--- config.mk ---
export PLATFORM = sky130hd
export DESIGN_NAME = pwm_capture
export DESIGN_NICKNAME = d
export VERILOG_FILES = /design/src/rtl/pwm_capture.sv
export SDC_FILE = /design/constraint.sdc
export NUM_CORES = 1
export LEC_CHECK = 0
export ABC_AREA = 1
export CAP_MARGIN = 5
export CORE_AREA = 2 2 75 77
export DETAILED_ROUTE_END_ITERATION = 8
export DIE_AREA = 0 0 77 79
export DONT_BUFFER_PORTS = 1
export GPL_ROUTABILITY_DRIVEN = 0
export HOLD_SLACK_MARGIN = 0.03
export PLACE_DENSITY = 0.75
export SLEW_MARGIN = 10
export SYNTH_ARGS = -nofsm -noshare
export SYNTH_HDL_FRONTEND = slang
export SYNTH_SLANG_ARGS = --single-unit
--- constraint.sdc ---
create_clock -name clkin -period 2.1 [get_ports clkin]
set_input_delay 0.315 -clock clkin [delete_from_list [all_inputs] [get_ports clkin]]
set_output_delay 0.315 -clock clkin [all_outputs]
set_load 0.01 [all_outputs]
--- src/rtl/pwm_capture.sv ---
// PWM input capture: synchronises and deglitches pwm_in, then measures high time and period
// in clkin cycles, with a valid strobe per period and a timeout for a stuck or missing signal.
module pwm_capture #(
  parameter int unsigned CNT_W   = 16,
  parameter int unsigned FILT    = 2,
  parameter int unsigned TIMEOUT = 20000
) (
  input  logic             clkin,
  input  logic             rst,
  input  logic             pwm_in,
  output logic [CNT_W-1:0] high_cnt,
  output logic [CNT_W-1:0] period_cnt,
  output logic             valid,
  output logic             timeout,
  output logic             stuck_level
);

  localparam int unsigned      FiltW      = (FILT > 1) ? $clog2(FILT) : 1;
  localparam logic [FiltW-1:0] FiltLast   = FiltW'(FILT - 1);
  localparam logic [CNT_W-1:0] BlankLast  = CNT_W'(FILT + 1);
  localparam logic [CNT_W-1:0] TimeoutVal = CNT_W'(TIMEOUT);
  localparam logic [CNT_W-1:0] CntMax     = '1;
  localparam logic [CNT_W-1:0] CntOne     = CNT_W'(1);

  typedef enum logic [1:0] {StBlank, StWaitRise, StMeasHigh, StMeasLow} state_e;

  state_e state_q, state_d;

  logic             sync1_q, sync2_q;
  logic             filt_q, filt_d;
  logic [FiltW-1:0] fcnt_q, fcnt_d;
  logic             rise, fall, tmo_hit;

  logic [CNT_W-1:0] counter_q, counter_d, counter_inc;
  logic [CNT_W-1:0] hi_latch_q, hi_latch_d;
  logic [CNT_W-1:0] high_cnt_q, high_cnt_d;
  logic [CNT_W-1:0] period_cnt_q, period_cnt_d;
  logic             valid_q, valid_d;
  logic             timeout_q, timeout_d;
  logic             stuck_q, stuck_d;

  // Input path: two-flop synchroniser followed by the persistence filter.
  always_ff @(posedge clkin) begin
    if (rst) begin
      sync1_q <= 1'b0;
      sync2_q <= 1'b0;
      filt_q  <= 1'b0;
      fcnt_q  <= '0;
    end else begin
      sync1_q <= pwm_in;
      sync2_q <= sync1_q;
      filt_q  <= filt_d;
      fcnt_q  <= fcnt_d;
    end
  end

  // Any sample agreeing with the filtered level restarts the persistence count.
  always_comb begin
    filt_d = filt_q;
    fcnt_d = '0;
    if (sync2_q != filt_q) begin
      if (fcnt_q == FiltLast) begin
        filt_d = ~filt_q;
      end else begin
        fcnt_d = fcnt_q + 1'b1;
      end
    end
  end

  assign rise = filt_d & ~filt_q;
  assign fall = ~filt_d & filt_q;

  // Edges take precedence over a timeout landing in the same cycle.
  assign tmo_hit     = ~timeout_q & ~(rise | fall) & (counter_q >= TimeoutVal);
  assign counter_inc = (counter_q == CntMax) ? counter_q : counter_q + CntOne;

  always_ff @(posedge clkin) begin
    if (rst) begin
      state_q <= StBlank;
    end else begin
      state_q <= state_d;
    end
  end

  always_comb begin
    state_d = state_q;
    unique case (state_q)
      StBlank: begin
        if (counter_q == BlankLast) state_d = StWaitRise;
      end
      StWaitRise: begin
        if (rise) state_d = StMeasHigh;
      end
      StMeasHigh: begin
        if (fall)         state_d = StMeasLow;
        else if (tmo_hit) state_d = StWaitRise;
      end
      StMeasLow: begin
        if (rise)         state_d = StMeasHigh;
        else if (tmo_hit) state_d = StWaitRise;
      end
      default: state_d = StBlank;
    endcase
  end

  always_comb begin
    counter_d    = counter_inc;
    hi_latch_d   = hi_latch_q;
    high_cnt_d   = high_cnt_q;
    period_cnt_d = period_cnt_q;
    valid_d      = 1'b0;
    timeout_d    = timeout_q;
    stuck_d      = stuck_q;
    unique case (state_q)
      StBlank: begin
        counter_d = (counter_q == BlankLast) ? '0 : counter_inc;
      end
      StWaitRise: begin
        if (rise) begin
          counter_d = CntOne;
        end else if (tmo_hit) begin
          timeout_d = 1'b1;
          stuck_d   = filt_q;
          counter_d = '0;
        end
      end
      StMeasHigh: begin
        if (fall) begin
          hi_latch_d = counter_q;
        end else if (tmo_hit) begin
          timeout_d = 1'b1;
          stuck_d   = filt_q;
          counter_d = '0;
        end
      end
      StMeasLow: begin
        if (rise) begin
          high_cnt_d   = hi_latch_q;
          period_cnt_d = counter_q;
          valid_d      = 1'b1;
          timeout_d    = 1'b0;
          counter_d    = CntOne;
        end else if (tmo_hit) begin
          timeout_d = 1'b1;
          stuck_d   = filt_q;
          counter_d = '0;
        end
      end
      default: counter_d = '0;
    endcase
  end

  always_ff @(posedge clkin) begin
    if (rst) begin
      counter_q    <= '0;
      hi_latch_q   <= '0;
      high_cnt_q   <= '0;
      period_cnt_q <= '0;
      valid_q      <= 1'b0;
      timeout_q    <= 1'b0;
      stuck_q      <= 1'b0;
    end else begin
      counter_q    <= counter_d;
      hi_latch_q   <= hi_latch_d;
      high_cnt_q   <= high_cnt_d;
      period_cnt_q <= period_cnt_d;
      valid_q      <= valid_d;
      timeout_q    <= timeout_d;
      stuck_q      <= stuck_d;
    end
  end

  assign high_cnt    = high_cnt_q;
  assign period_cnt  = period_cnt_q;
  assign valid       = valid_q;
  assign timeout     = timeout_q;
  assign stuck_level = stuck_q;

endmodule

==> reports/qor.yml, run 1 <==
drv_slew: 0
die-width_um: 77
grt_pass1_vias: 2353
portBuffers: 0
crit_family: "simple AND/OR/NAND/NOR gates"
syn_to_final_growth_pct: 9.362
switching_share: 0.2949
synth_cells: 398
worst_pin_slew_ps: 513.3
crit_top_cell: "nand2_4"
cp-startpoint: "filt_q"
ctsLongestPathBuffers: 2
synth-edff-count: 0
drive_gt1_frac: 0.1741
overflow: 0
p_sw_uw: 959.2
p_int_uw: 2293
crit_path_end: "counter_q[2]"
htreeDepth: 3
dpl.hpwl_um: 4499
hp-class: "input port to register"
drt_iter0_markers: 172
grt_pass1_wl_um: 11260
synth_cell_types: 30
holdWs_ps: 64.37
cp.required_ps: 2340
fmax_ghz: 0.5351
p_seq_frac: 0.461
via_per_inst: 5.365
synthFlopType: "dfxtp_1"
max_stage_delay_ps: 360
synthesis.area_um2: 3141
fin_crit_ps: 1869
grt_max_degree: 54
cp_slowest_cell: "dfxtp_1"
post_drt_wl_per_cell_um: 14.19
num-nets-final: 404
p_clk_frac: 0.387
critPathMaxFanout: 12
synth_commonest_cells: "dfxtp_1 (73), nand2_1 (59), nand3_1 (56), o21ai_0 (38), inv_1 (34)"
drtPass1Iterations: 5
p_comb_frac: 0.152
route.detailed.drc: 0
die_h_um: 79
r2r_setup_slack_ps: 230
avgSynthCellArea_um2: 7.891
timing.rr.start: "filt_q"
synth_nets: 405
ant_nets: 0
cp-start-kind: "register"
synth_top_area_frac: 0.4653
leakagePower_uw: 0.001397
clk_pin_slew_worst_paths_ps: 80
antenna_found_initial: 0
powerDensity_nw_per_um2: 947.0
vdd_drop_max_v: 0.0004660
grt_usage: 0.2348
critical_path_depth: 10
tritoncts: "yes"
cts_buffers: 9
synth_most_common_cell: "dfxtp_1"
async_reset_ff_frac: 0
crit_chain: "o21ai_0 > inv_1 > ha_1 > inv_1 > nor2_1 > nand2_4 > nand2_4 > nand2_4 > nand2_4 > nor2_2"
synth_largest_area_cell: "dfxtp_1"
rsz0062_at_grt: "no"
ios: 38
skew_ps: 5.126
antennaDiodeCount: 0
rr_worst_depth: 10
status: "complete, no violations"
period_share: 0.8899
root_buffer: "clkbuf_8"
setup_viol: 0
ys_ff_latch: 73
r2r_end: "counter_q[2]"
path_class: "register to register"
clock-sinks: 73
synth_area_leaders: "dfxtp_1 (47%), nand3_1 (8.9%), nand2_1 (7.1%), o21ai_0 (6.1%), inv_1 (4.1%)"
wl_um: 6726
endpoint_kind: "register"
crit_buf_inv: 2
maxCapViolCount: 0
core_area_um2: 5338
fin_setup_tns_ps: 0
relSlewSlack: 0.6578
hold_viol: 0
synth_sequential_area_ratio: 0.4653
yosysWarnings: 0
die-area_um2: 6083
initial_core_util: 0.5884
vias: 2543
worstSkewPairLatency_ps: 350
cp.arrival_ps: 2110
rows: 27
==> per-layer routing <==
| metal | global-route usage | wire length (um) | vias to the layer above |
|---|---|---|---|
| met2 | 0.3658 | 3134 | 72 |
| met1 | 0.3146 | 3122 | 1159 |
| li1 | - | - | 1303 |
| met5 | 0 | 0 | - |
| met3 | 0.05909 | 359 | 9 |
| met4 | 0.09464 | 110 | 0 |
==> sequential cells by signal, summed over array words and instances, names as in the netlist <==
signal / count
fcnt_q: 1
sync1_q: 1
hi_latch_q: 16
stuck_level: 1
high_cnt: 16
filt_q: 1
valid: 1
sync2_q: 1
period_cnt: 16
state_q: 2
counter_q: 16
timeout: 1
==> power groups by stage <==
stage	registers, uW	clock network (uW)	logic, uW
6_report	1500	1260	495
3_3_place_gp	1520	0	464
2_1_floorplan	1500	0	460
5_1_grt	1500	1320	556
4_1_cts	1500	1270	494
3_5_place_dp	1530	0	475
==> worst min path at each step <==
stage / start / end / slack [ps] / cells past startpoint
2_1_floorplan: sync1_q / sync2_q / 390 / 2
3_3_place_gp: rst / sync1_q / 390 / 1
3_5_place_dp: rst / sync1_q / 390 / 1
4_1_cts: pwm_in / sync1_q / 60 / 2
5_1_grt: pwm_in / sync1_q / 70 / 2
6_report: pwm_in / sync1_q / 60 / 2
==> layout by cell type, fill, tap and decap left out <==
master         instances
dfxtp_1               73
nand2_1               59
nand3_1               56
o21ai_0               38
inv_1                 34
nor2_1                22
a21oi_1               21
inv_2                 12
clkbuf_8              10
o21ai_1                9
nor2_2                 9
nor3_1                 6
nand2_4                6
nand2_2                5
a21oi_2                5
nor2_4                 4
xor2_1                 4
nor3_2                 4
ha_1                   4
nor3_4                 2
nand3_2                2
nand4_1                2
bufinv_16              2
buf_4                  2
buf_12                 2
inv_4                  1
a211oi_1               1
o211ai_1               1
a21boi_0               1
clkinvlp_4             1
inv_6                  1
clkinv_2               1
clkinv_4               1
dlygate4sd3_1          1
==> metrics by stage <==
stage                     utilization  worst slack [ps]  instances  cell area (um^2)  total power, uW
after floorplan                     -             380.9        398              3141             1956
after global placement         0.5980             283.6        457              3192             1988
after detailed placement       0.5980             136.2        457              3192             2002
after CTS                      0.6425             132.6        474              3430             3255
after global routing           0.6435             34.01        474              3435             3378
final                          0.6435             231.2        474              3435             3253
==> timing repair <==
action,in CTS,in global routing
buffers inserted,0,0
endpoints found under the setup margin,0,20
hold buffers,1,0
resized for setup,0,1
hold endpoints to repair,5,0
==> cells by family (layout without fill, tap and decap cells) <==
family,Yosys count,in the layout,share of synthesized area
flip-flops,73,73,0.4653
AO/OA/AOI/OAI,76,76,0.1295
AND/OR/NAND/NOR,177,177,0.2912
XOR/XNOR,4,4,0.01115
buffers and inverters,64,68,0.08685
adder cells (fa/ha/maj),4,4,0.01594
==> worst reg2reg max path, cell delays in order (launching register included) <==
cell and delay [ps]:
dfxtp_1 360, o21ai_0 300, inv_1 80, ha_1 280, inv_1 30, nor2_1 200
nand2_4 110, nand2_4 80, nand2_4 60, nand2_4 200, nor2_2 60
==> layout make-up <==
class                   instances  area [um^2]
clock buffers                  10        137.6
clock inverters                 6        90.09
fillers                       467         1903
inverters                      47        178.9
multi-input cells             261         1411
flip-flops and latches         73         1461
well taps                      72        90.09
repair buffers                  5        65.06
Note: power is estimated with default switching activity, not from simulation.
==> run 2, diff against run 1 <==
--- a/config.mk
+++ b/config.mk
@@ -7,13 +7,13 @@
 export LEC_CHECK = 0
 export ABC_AREA = 1
 export CAP_MARGIN = 5
-export CORE_AREA = 2 2 75 77
+export CORE_AREA = 2 2 72 74
 export DETAILED_ROUTE_END_ITERATION = 8
-export DIE_AREA = 0 0 77 79
+export DIE_AREA = 0 0 74 76
 export DONT_BUFFER_PORTS = 1
 export GPL_ROUTABILITY_DRIVEN = 0
 export HOLD_SLACK_MARGIN = 0.03
-export PLACE_DENSITY = 0.75
+export PLACE_DENSITY = 0.81
 export SLEW_MARGIN = 10
 export SYNTH_ARGS = -nofsm -noshare
 export SYNTH_HDL_FRONTEND = slang
==> constraint.sdc (replaced) <==
create_clock -name clkin -period 2.35 [get_ports clkin]
set_input_delay 0.3525 -clock clkin [delete_from_list [all_inputs] [get_ports clkin]]
set_output_delay 0.3525 -clock clkin [all_outputs]
set_load 0.01 [all_outputs]
==> reports/qor.yml, run 2 (synthesis gave the netlist of run 1 again) <==
status: "complete, no violations"
crit_family: "simple AND/OR/NAND/NOR gates"
cts-hold-fix-buffers: 0  # -1
via_per_inst: 5.400  # +0.65%
maxCapViolCount: 0  # unchanged
ant_nets: 0  # unchanged
multi_input_area_um2: 1411  # unchanged
regArea_um2: 1461  # unchanged
grt_pass1_vias: 2360  # +0.30%
powerDensity_nw_per_um2: 817.2  # -14%
setup_viol: 0  # unchanged
leakagePower_uw: 0.001369  # -2.0%
worstSkewPairLatency_ps: 340  # about the same
fin_area_um2: 3372  # -1.8%
htreeDepth: 3  # unchanged
nFillCells: 389  # -17%
portBuffers: 0  # unchanged
fin_crit_ps: 2082  # +213.5 ps
final_cell_mix: "dfxtp_1 (73), nand2_1 (59), nand3_1 (56)"
drtPass1Iterations: 5  # unchanged
rr_worst_depth: 7  # -3
die-area_um2: 5624  # -7.5%
ios: 38  # unchanged
wl_um: 6236  # -7.3%
critPathMaxFanout: 20  # +8
dpl.hpwl_um: 4358  # -3.1%
grt_pass1_wl_um: 10630  # -5.6%
clk_pin_slew_worst_paths_ps: 70  # about the same
rows: 26  # -3.7%
ctsLongestPathBuffers: 2  # unchanged
route.detailed.drc: 0  # unchanged
hp-class: "input port to register"
fmax_ghz: 0.4802  # -10%
grt_max_degree: 54  # unchanged
path_class: "register to register"
crit_top_cell: "o21ai_0"
holdPathStages: 1  # -1
final_common_cell: "dfxtp_1"
vdd_drop_max_v: 0.0005685  # +22%
num-nets-final: 402  # -0.50%
period_share: 0.8861  # -0.003810
crit_buf_inv: 2  # unchanged
initial_core_util: 0.6393  # +0.05095
syn_to_final_growth_pct: 7.370
antenna_found_initial: 0  # unchanged
die_h_um: 76  # -3.8%
drv_slew: 0  # unchanged
setup_ws_ps: 267.7  # +36.48 ps
grt_usage: 0.2411  # +0.006289
drt_iter0_markers: 179  # +4.1%
die-width_um: 74  # -3.9%
relSlewSlack: 0.6567  # -0.001062
final_cells: 470  # -0.84%
cp_slowest_cell: "dfxtp_1"
cts_setup_buffers: 0  # unchanged
cp-start-kind: "register"
skew_ps: 7.849  # +2.723 ps
hold_viol: 0  # unchanged
r2r_setup_slack_ps: 270  # +40 ps
cts_buffers: 9  # unchanged
drive_gt1_frac: 0.1725  # -0.001629
dp.cells: 454  # -0.66%
tritoncts: "yes"
overflow: 0  # unchanged
cp.required_ps: 2610  # +270 ps
core_area_um2: 4912  # -8.0%
antennaDiodeCount: 0  # unchanged
clock-sinks: 73  # unchanged
post_drt_wl_per_cell_um: 13.27  # -6.5%
worst_pin_slew_ps: 514.9  # +1.593 ps
cp.arrival_ps: 2340  # +230 ps
place_ws_ps: 120.9  # -15.37 ps
root_buffer: "clkbuf_8"
vias: 2538  # -0.20%
crit_chain: "o21ai_0 > inv_1 > ha_1 > nand3_1 > nor2_4 > clkinvlp_4 > o21ai_0"
endpoint_kind: "register"
max_stage_delay_ps: 410  # +50 ps
critical_path_depth: 7  # -3
dpl-instance-area_um2: 3157  # -1.1%
-- run 2: final timing paths --
path | startpoint | to
min | rst | stuck_level
min reg2reg | sync1_q | sync2_q
max reg2reg | filt_q | period_cnt[3]
max | filt_q | period_cnt[3]
-- run 2: layout make-up --
class / count / share of cell area
Inverter: 47 / 0.05417
Clock buffer: 12 / 0.04601
Clock inverter: 4 / 0.01521
Tap cell: 70 / 0.02597
Sequential cell: 73 / 0.4334
Timing Repair Buffer: 3 / 0.006679
Multi-Input combinational cell: 261 / 0.4186
-- run 2: worst reg2reg max path, stage by stage (launching register included) --
cell	delay [ps]
dfxtp_1	410
o21ai_0	170
inv_1	80
ha_1	180
nand3_1	150
nor2_4	340
clkinvlp_4	400
o21ai_0	270
-- run 2: per-stage QoR --
stage / utilization / setup TNS, ps / hold slack, ps / power, uW
floorplan: - / 0 / 388.3 / 1748
global placement: 0.6426 / 0 / 391.8 / 1777
detailed placement: 0.6426 / 0 / 398.6 / 1784
CTS: 0.6847 / 0 / 57.94 / 2773
global route: 0.6864 / -0.6837 / 56.15 / 2899
finish: 0.6864 / 0 / 70.43 / 2756
-- run 2: layer usage --
layer	up-vias	part of all wire	track usage
met5	-	0	0
met1	1159	0.47	0.3249
met2	78	0.46	0.3625
met4	0	0.015	0.1036
li1	1290	-	-
met3	11	0.056	0.06217
-- run 2: where the power goes --
group          internal (uW)  total [uW]  switching, uW
Clock                    549         998            449
Combinational            133         421            287
Sequential              1280        1340           54.1
-- run 2: repair_timing --
| action | 4_1_cts | 5_1_grt |
|---|---|---|
| gates resized for setup | 0 | 2 |
| setup endpoints to repair | 0 | 20 |
| hold endpoints to repair | 0 | 0 |
